--- config.mk ---
export PLATFORM = sky130hd
export DESIGN_NAME = sqrt8_result_stage
export DESIGN_NICKNAME = d
export VERILOG_FILES = /design/src/rtl/sqrt8_pkg.sv /design/src/rtl/sqrt8_result_fifo.sv /design/src/rtl/sqrt8_result_stage.sv
export SDC_FILE = /design/constraint.sdc
export NUM_CORES = 1
export LEC_CHECK = 0
export ABC_CLOCK_PERIOD_IN_PS = 4600
export CAP_MARGIN = 15
export CORE_AREA = 2 2 76 78
export DETAILED_ROUTE_END_ITERATION = 8
export DIE_AREA = 0 0 78 80
export PLACE_DENSITY = 0.77
export SLEW_MARGIN = 10
export SYNTH_ARGS = -nofsm -noshare
export SYNTH_HDL_FRONTEND = slang
export SYNTH_SLANG_ARGS = --single-unit
--- constraint.sdc ---
create_clock -name clk -period 4.6 [get_ports clk]
set_input_delay 0.69 -clock clk [delete_from_list [all_inputs] [get_ports clk]]
set_output_delay 0.69 -clock clk [all_outputs]
set_load 0.005 [all_outputs]
--- src/rtl/sqrt8_pkg.sv ---
// Shared types and arithmetic for the sqrt8 result stage: entry layout and
// the remainder/consistency check applied to each operand/root pair.
package sqrt8_pkg;

    localparam int OPND_W = 8;
    localparam int ROOT_W = 4;
    localparam int REM_W  = 5;

    typedef struct packed {
        logic [ROOT_W-1:0] root;
        logic [REM_W-1:0]  rem;
        logic              exact;
        logic              err;
    } result_t;

    typedef struct packed {
        logic [REM_W-1:0] rem;
        logic             exact;
        logic             err;
    } calc_t;

    // A consistent root satisfies 0 <= operand - root^2 <= 2*root.
    function automatic calc_t calc_result(input logic [OPND_W-1:0] operand,
                                          input logic [ROOT_W-1:0] root);
        logic [OPND_W-1:0] sq;
        logic [OPND_W:0]   diff;
        logic [OPND_W:0]   lim;
        calc_t             res;
        sq   = {4'd0, root} * {4'd0, root};
        diff = {1'b0, operand} - {1'b0, sq};
        lim  = {4'd0, root, 1'b0};
        res.err = diff[OPND_W] || (diff > lim);
        if (res.err) begin
            res.rem   = 5'd0;
            res.exact = 1'b0;
        end else begin
            res.rem   = diff[REM_W-1:0];
            res.exact = (diff == 9'd0);
        end
        return res;
    endfunction

endpackage

--- src/rtl/sqrt8_result_fifo.sv ---
// DEPTH-entry synchronous FIFO of result entries; head is presented
// directly from storage and reads as zero while empty.
module sqrt8_result_fifo
    import sqrt8_pkg::*;
#(
    parameter int DEPTH = 2
) (
    input  logic    clk,
    input  logic    rst_n,
    input  logic    push,
    input  logic    pop,
    input  result_t wdata,
    output result_t rdata,
    output logic    full,
    output logic    empty
);

    localparam int AW = (DEPTH > 1) ? $clog2(DEPTH) : 1;
    localparam int CW = AW + 1;

    result_t         mem_r [DEPTH];
    logic [AW-1:0]   wr_ptr_r;
    logic [AW-1:0]   rd_ptr_r;
    logic [CW-1:0]   count_r;
    logic            do_push_s;
    logic            do_pop_s;

    assign full      = (count_r == CW'(DEPTH));
    assign empty     = (count_r == CW'(0));
    assign do_push_s = push && !full;
    assign do_pop_s  = pop && !empty;

    // Head mux; zero while empty so downstream never sees stale data.
    always_comb begin
        rdata = '0;
        if (!empty) begin
            rdata = mem_r[rd_ptr_r];
        end else begin
            rdata = '0;
        end
    end

    // Storage and pointers; power-of-two depth lets pointers wrap naturally.
    always_ff @(posedge clk) begin
        if (!rst_n) begin
            for (int i = 0; i < DEPTH; i++) begin
                mem_r[i] <= '0;
            end
            wr_ptr_r <= '0;
            rd_ptr_r <= '0;
        end else begin
            if (do_push_s) begin
                mem_r[wr_ptr_r] <= wdata;
                wr_ptr_r        <= wr_ptr_r + AW'(1);
            end
            if (do_pop_s) begin
                rd_ptr_r <= rd_ptr_r + AW'(1);
            end
        end
    end

    // Occupancy is tracked separately from the pointers.
    always_ff @(posedge clk) begin
        if (!rst_n) begin
            count_r <= '0;
        end else begin
            case ({do_push_s, do_pop_s})
                2'b10:   count_r <= count_r + CW'(1);
                2'b01:   count_r <= count_r - CW'(1);
                default: count_r <= count_r;
            endcase
        end
    end

endmodule

--- src/rtl/sqrt8_result_stage.sv ---
// Consumer stage behind the 8-bit integer square root: checks each root,
// computes the remainder, buffers results and keeps saturating statistics.
module sqrt8_result_stage
    import sqrt8_pkg::*;
#(
    parameter int DEPTH = 2,
    parameter int CNT_W = 8
) (
    input  logic              clk,
    input  logic              rst_n,
    input  logic              in_valid,
    output logic              in_ready,
    input  logic [OPND_W-1:0] in_operand,
    input  logic [ROOT_W-1:0] in_root,
    output logic              out_valid,
    input  logic              out_ready,
    output logic [ROOT_W-1:0] out_root,
    output logic [REM_W-1:0]  out_rem,
    output logic              out_exact,
    output logic              out_err,
    input  logic              stat_clr,
    output logic [CNT_W-1:0]  cnt_exact,
    output logic [CNT_W-1:0]  cnt_err
);

    calc_t            calc_s;
    result_t          entry_s;
    result_t          head_s;
    logic             full_s;
    logic             empty_s;
    logic             accept_s;
    logic             pop_s;
    logic [CNT_W-1:0] cnt_exact_r;
    logic [CNT_W-1:0] cnt_err_r;

    // Result is computed at acceptance so the FIFO holds finished entries.
    always_comb begin
        calc_s        = calc_result(in_operand, in_root);
        entry_s       = '0;
        entry_s.root  = in_root;
        entry_s.rem   = calc_s.rem;
        entry_s.exact = calc_s.exact;
        entry_s.err   = calc_s.err;
    end

    assign in_ready  = !full_s;
    assign accept_s  = in_valid && !full_s;
    assign out_valid = !empty_s;
    assign pop_s     = !empty_s && out_ready;

    sqrt8_result_fifo #(
        .DEPTH (DEPTH)
    ) u_fifo (
        .clk   (clk),
        .rst_n (rst_n),
        .push  (accept_s),
        .pop   (pop_s),
        .wdata (entry_s),
        .rdata (head_s),
        .full  (full_s),
        .empty (empty_s)
    );

    assign out_root  = head_s.root;
    assign out_rem   = head_s.rem;
    assign out_exact = head_s.exact;
    assign out_err   = head_s.err;

    // Exact-square counter; clear wins over a same-cycle increment.
    always_ff @(posedge clk) begin
        if (!rst_n) begin
            cnt_exact_r <= '0;
        end else if (stat_clr) begin
            cnt_exact_r <= '0;
        end else if (accept_s && calc_s.exact && (cnt_exact_r != {CNT_W{1'b1}})) begin
            cnt_exact_r <= cnt_exact_r + CNT_W'(1);
        end else begin
            cnt_exact_r <= cnt_exact_r;
        end
    end

    // Inconsistent-root counter; same clear and saturation rules.
    always_ff @(posedge clk) begin
        if (!rst_n) begin
            cnt_err_r <= '0;
        end else if (stat_clr) begin
            cnt_err_r <= '0;
        end else if (accept_s && calc_s.err && (cnt_err_r != {CNT_W{1'b1}})) begin
            cnt_err_r <= cnt_err_r + CNT_W'(1);
        end else begin
            cnt_err_r <= cnt_err_r;
        end
    end

    assign cnt_exact = cnt_exact_r;
    assign cnt_err   = cnt_err_r;

endmodule

Word level (Yosys, flattened, before mapping)
Memory sizes are Yosys's and may differ from the RTL's. A register that Yosys moved wholly into a read port is not among the register bits. Index checks and enable logic that the tools add are counted.

Word-level logic and storage cells: 49. RAM bits: 22. Output and inout bits: 29. Memories: 1. Bits in registers: 20. Bits of input ports: 17.

Memories: u_fifo.mem_r (words 2, width 11, read ports 1, clocked after memory_dff 1, wr ports 2, line sqrt8_result_fifo.sv:21) `result_t mem_r [DEPTH];`.

$lt $le $gt $ge: 1. Muxes and demuxes: 12. Reduce and logical (&&, ||, !) cells: 16. Add/sub/neg operators: 7. Bitwise operators: 1. Multiply operators: 1. Equal/unequal tests: 5.

Operator list (number): $mux 11 (2); $add 8x1->8 const B (2); $ne 8x8->1 const B (2); $reduce_or 11->1 (1); $gt 9x5->1 (1); $logic_not 9->1 (1); $sub 8x8->9 (1); $logic_and 1x1->1 (8); $mul 4x4->8 (1); $mux 1 (8); $mux 6 (1); $eq 2x2->1 const B (2); $pmux 2 s2 (1); $add 1x1->1 const B (2); $add 2x1->2 const B (1); $eq 2x1->1 const B (1); $logic_not 1->1 (2); $logic_not 2->1 (1); $reduce_bool 2->1 (1); $reduce_or 2->1 (1); $sub 2x1->2 const B (1); $logic_or 1x1->1 (1); $not 1->1 (1).

Depth between registers and ports, before layout
Depth after elaboration: 9. Depth in mapped cells: 19.

Cells and area by module
From an unflattened synthesis, not the netlist that was laid out.

Cell total of the unflattened synthesis: 322. Area total of the unflattened synthesis: 2790.2 µm².

By module, submodules not included: sqrt8_result_stage (cells each 211, instances 1, area each 1577.8 µm²); sqrt8_result_fifo (cells each 111, instances 1, area each 1212.4 µm²).

Worst setup path after synthesis
OpenSTA, ideal clock, no wires.

Path kind: in2reg. From: input in_operand[2]. To: memory u_fifo.mem_r[1][3] in the netlist's numbering (data pin). Buffers on the path: 2. Data required time: 4.461 ns. Cell stages on the path: 16. Arrival: 3.703 ns. Path slack: 0.759 ns. Cells stage by stage: inv_1 > ha_1 > ha_1 > fa_1 > nand2b_1 > a21oi_1 > a21oi_1 > ha_1 > and3_1 > nand3_1 > a22o_1 > nor4_4 > buf_6 > buf_4 > nand2_1 > nor2_1.

RTL lines: from (decl) (line sqrt8_result_stage.sv:13) `input logic [OPND_W-1:0] in_operand,`; to (decl) (line sqrt8_result_fifo.sv:21).

Worst setup path in the final report
From: input in_operand[2]. To: register cnt_err_r[5] (netlist: cnt_err[5]).

Longest elaborated chain between the ends: 5.

RTL lines: $sub 8x8->9 * (line sqrt8_pkg.sv:30) `diff = {1'b0, operand} - {1'b0, sq};`; $gt 9x5->1 (line sqrt8_pkg.sv:32) `res.err = diff[OPND_W] || (diff > lim);`; $logic_or 1x1->1 * (line sqrt8_pkg.sv:32); $logic_and 1x1->1 * (2 in a row) (line sqrt8_result_stage.sv:88) `end else if (accept_s && calc_s.err && (cnt_err_r != {CNT_W{1'b1}})) begin`; to (signal assigned) (line sqrt8_result_stage.sv:89) `cnt_err_r <= cnt_err_r + CNT_W'(1);`; to (signal assigned) (line sqrt8_result_stage.sv:91) `cnt_err_r <= cnt_err_r;`; to (decl) (line sqrt8_result_stage.sv:34) `logic [CNT_W-1:0] cnt_err_r;`.

Every way passes the cells marked *; elsewhere a longest branch is shown, timed or not. A chain may end at the register's enable or synchronous reset.

==> results.txt <==
number of max-slew violations in the final report = 0
DR vias = 2376
Syn Area/Cell = 9.00 µm²
Hold Path Class = register to register
highest metal used = met4
total power = 1280 µW
Switch Pwr = 390 µW
GR Overflow Total = 0
Clock Tree Root = clkbuf_8
Placer Congestion = 0.879
first-pass GRT wire length = 9.58 mm
Syn Nets = 354
Crit Path Max Fanout = 35
Rows = 27
Detailed Route WL = 5.84 mm
top_reg_cell synth = edfxtp_1
metal2 WL = 2.76 mm
Synth Area in XOR/XNOR = 0.0342
internal power = 894 µW
Ys Warns = 0
cell family with most CP delay = buffers and inverters
status = complete, no violations
CTS tree = built
final net count = 404
asr flop ratio synth = 0
met3 wire len = 375 µm
CTS sink count = 43
slew margin rel. = 0.476
ant diodes = 0
kind of critical path = primary input to register
Final Critical Period = 4.22 ns
Die X = 78 µm
clock network fraction of design power = 0.267
critical path's slowest cell = or4_1
Area contributors post-synth = edfxtp_1, dfxtp_1, ha_1, nor2_1, mux2i_1
num ports = 46
core footprint = 5410 µm²
CP endpoint kind = register
Max clock buf depth = 2
Compound-Gate Fraction of Synth Area = 0.117
FILL cells = 461
Post-DP HPWL = 4.32 mm
DRT antenna net count = 0
WL per Instance = 13.4 µm
final setup TNS = 0 ns
# DRC = 0
Leak = 0.00145 µW
Num CTS Buffers = 5
largest area contributor in the netlist = edfxtp_1
VDD IR max = 0.205 mV
crit path cell chain = clkdlybuf4s50_1 -> inv_1 -> ha_1 -> xnor2_1 -> xnor2_1 -> inv_1 -> ha_1 -> o211ai_1 -> nand2_1 -> xnor2_2 -> inv_1 -> ha_1 -> nand2_1 -> o21ai_0 -> a22o_1 -> nor4_4 -> buf_12 -> or4_1 -> a21oi_1
First-pass DRT Iterations = 4
max_cap viols = 0
die height = 80 µm
Placed Area = 3360 µm²
clk_skew = 0.00430 ns
crit-path max cell delay = 0.50 ns
post-CTS setup repair buffer count = 0
Metal-1 WL = 2.62 mm
Starting Density = 0.521
Synth Area in Adders = 0.115
combinational share of power = 0.349
sequential share of power = 0.384
number of port buffers = 45
initial antenna violation count = 0
simple-gate share of the synthesized area = 0.233
Worst Setup Start Kind = primary input
Power Dens Cells = 366 nW/µm²
Cell Area, Synth = 2820 µm²
Yosys reg bits = 43
critical path arrival = 4.44 ns
RSZ-0062 raised after global routing = false
setup violators final = 0
Tcrit/Tclk final = 0.917
Worst EP required = 4.82 ns
fmax = 237 MHz
area grow syn2layout = 24.6%
final hold vios = 0
vias per cell = 5.45
Clock Latency Late Sink = 0.29 ns
largest net degree at the start of global routing = 36
Worst R2R Setup Slack = 2.44 ns
post-synthesis mux area share = 0.0568
GR Util All Layers = 0.193
largest family of logic cells by synthesized area = simple AND/OR/NAND/NOR gates
synthesized instance count = 313
Slew @ Worst Pin = 0.783 ns
initial detailed-routing violation count = 110
CTS HTree Levels = 2
Worst-path clk slew = 0.08 ns
switch share = 0.304
Post-Layout Inst Area = 3510 µm²
Seq/Total Area, Yosys = 0.384
vias in the first global route = 2180
Buf/Inv on CP = 5
Yosys top cell area share = 0.234
Die Area = 6240 µm²
fraction of layout cells with a size suffix above 1 = 0.0659
EDFF count, synth = 22
post-synth cell types = 45
## layer usage
metal	GRT usage	vias to the layer above
met5	0	-
met4	0.0684	0
met3	0.0464	10
met2	0.331	73
met1	0.237	1100
li1	-	1193
## cells by family after synthesis
kind of cell	Yosys count
AND/OR/NAND/NOR	131
buffers and inverters	40
flip-flops	43
AO/OA/AOI/OAI	48
XOR/XNOR	11
multiplexers	16
adder cells (fa/ha/maj)	24
## path summary, 6_finish.rpt
check                                       start    endpoint  cells past startpoint
worst max-delay path                in_operand[2]  cnt_err[5]                     19
worst min-delay path                   cnt_err[5]  cnt_err[5]                      2
worst max register to register  u_fifo.count_r[0]  cnt_err[5]                      6
worst min register to register         cnt_err[5]  cnt_err[5]                      2
## final cells by class
type,instances,area (µm²),area share
Clock buffer,6,72.6,0.0207
Clock inverter,2,60.1,0.0171
Inverter,31,116,0.0332
Multi-Input combinational cell,230,1570,0.448
Sequential cell,43,1080,0.308
Tap cell,72,90.1,0.0257
Timing Repair Buffer,52,515,0.147
## tightest hold or removal path: stages (launching register included)
cell and delay (ns):
dfxtp_1 0.33, o31ai_1 0.07, a21oi_1 0.06
## synthesized netlist by cell type (all sizes together), types with 2 or more instances
cell,count
nor2,44
inv,31
nand2,29
edfxtp,22
dfxtp,21
ha,21
a21oi,16
mux2i,16
o21ai,10
and2,9
and3,9
xnor2,9
nand3,8
nand2b,7
nand4,6
o211ai,6
or4,6
buf,5
clkbuf,4
nor3,4
fa,3
nor2b,3
o31ai,3
or3,3
a31o,2
a31oi,2
a41o,2
xor2,2
## placed cells by master (no fill, tap or decap), types with 7 or more instances in the layout
cell and instances:
dfxtp_1 21, nand2_1 29, xnor2_1 8, ha_1 21, edfxtp_1 22, inv_1 31
nor2_1 44, a21oi_1 15, and2_1 9, mux2i_1 16, and3_1 9, nand3_1 7
clkdlybuf4s50_1 45, o21ai_0 9, nand2b_1 7
## state kept, by name, summed over array words and instances, names as in the netlist, named ones only
name / cells
cnt_err: 8
cnt_exact: 8
u_fifo.count_r: 2
u_fifo.mem_r: 22
u_fifo.rd_ptr_r: 1
u_fifo.wr_ptr_r: 1
## through the flow
stage	utilization	setup WS [ns]	hold WS, ns	instances
2_1_floorplan	-	0.759	0.477	313
3_3_place_gp	0.622	0.187	0.473	427
3_5_place_dp	0.622	0.0292	0.490	427
4_1_cts	0.647	0.318	0.501	435
5_1_grt	0.649	0.0843	0.517	436
6_report	0.649	0.380	0.501	436
## repair_timing
action / 4_1_cts / 5_1_grt
resized for setup: 0 / 1
hold buffers: 0 / 0
setup endpoints to repair: 0 / 2
## power groups by stage
stage	clock network, µW	registers [µW]	logic (µW)
finish	342	493	448
global route	360	499	499
global placement	0	499	432
floorplan	0	479	308
detailed placement	0	502	443
CTS	345	493	447
No activity file was read; power rests on OpenSTA's default activity.
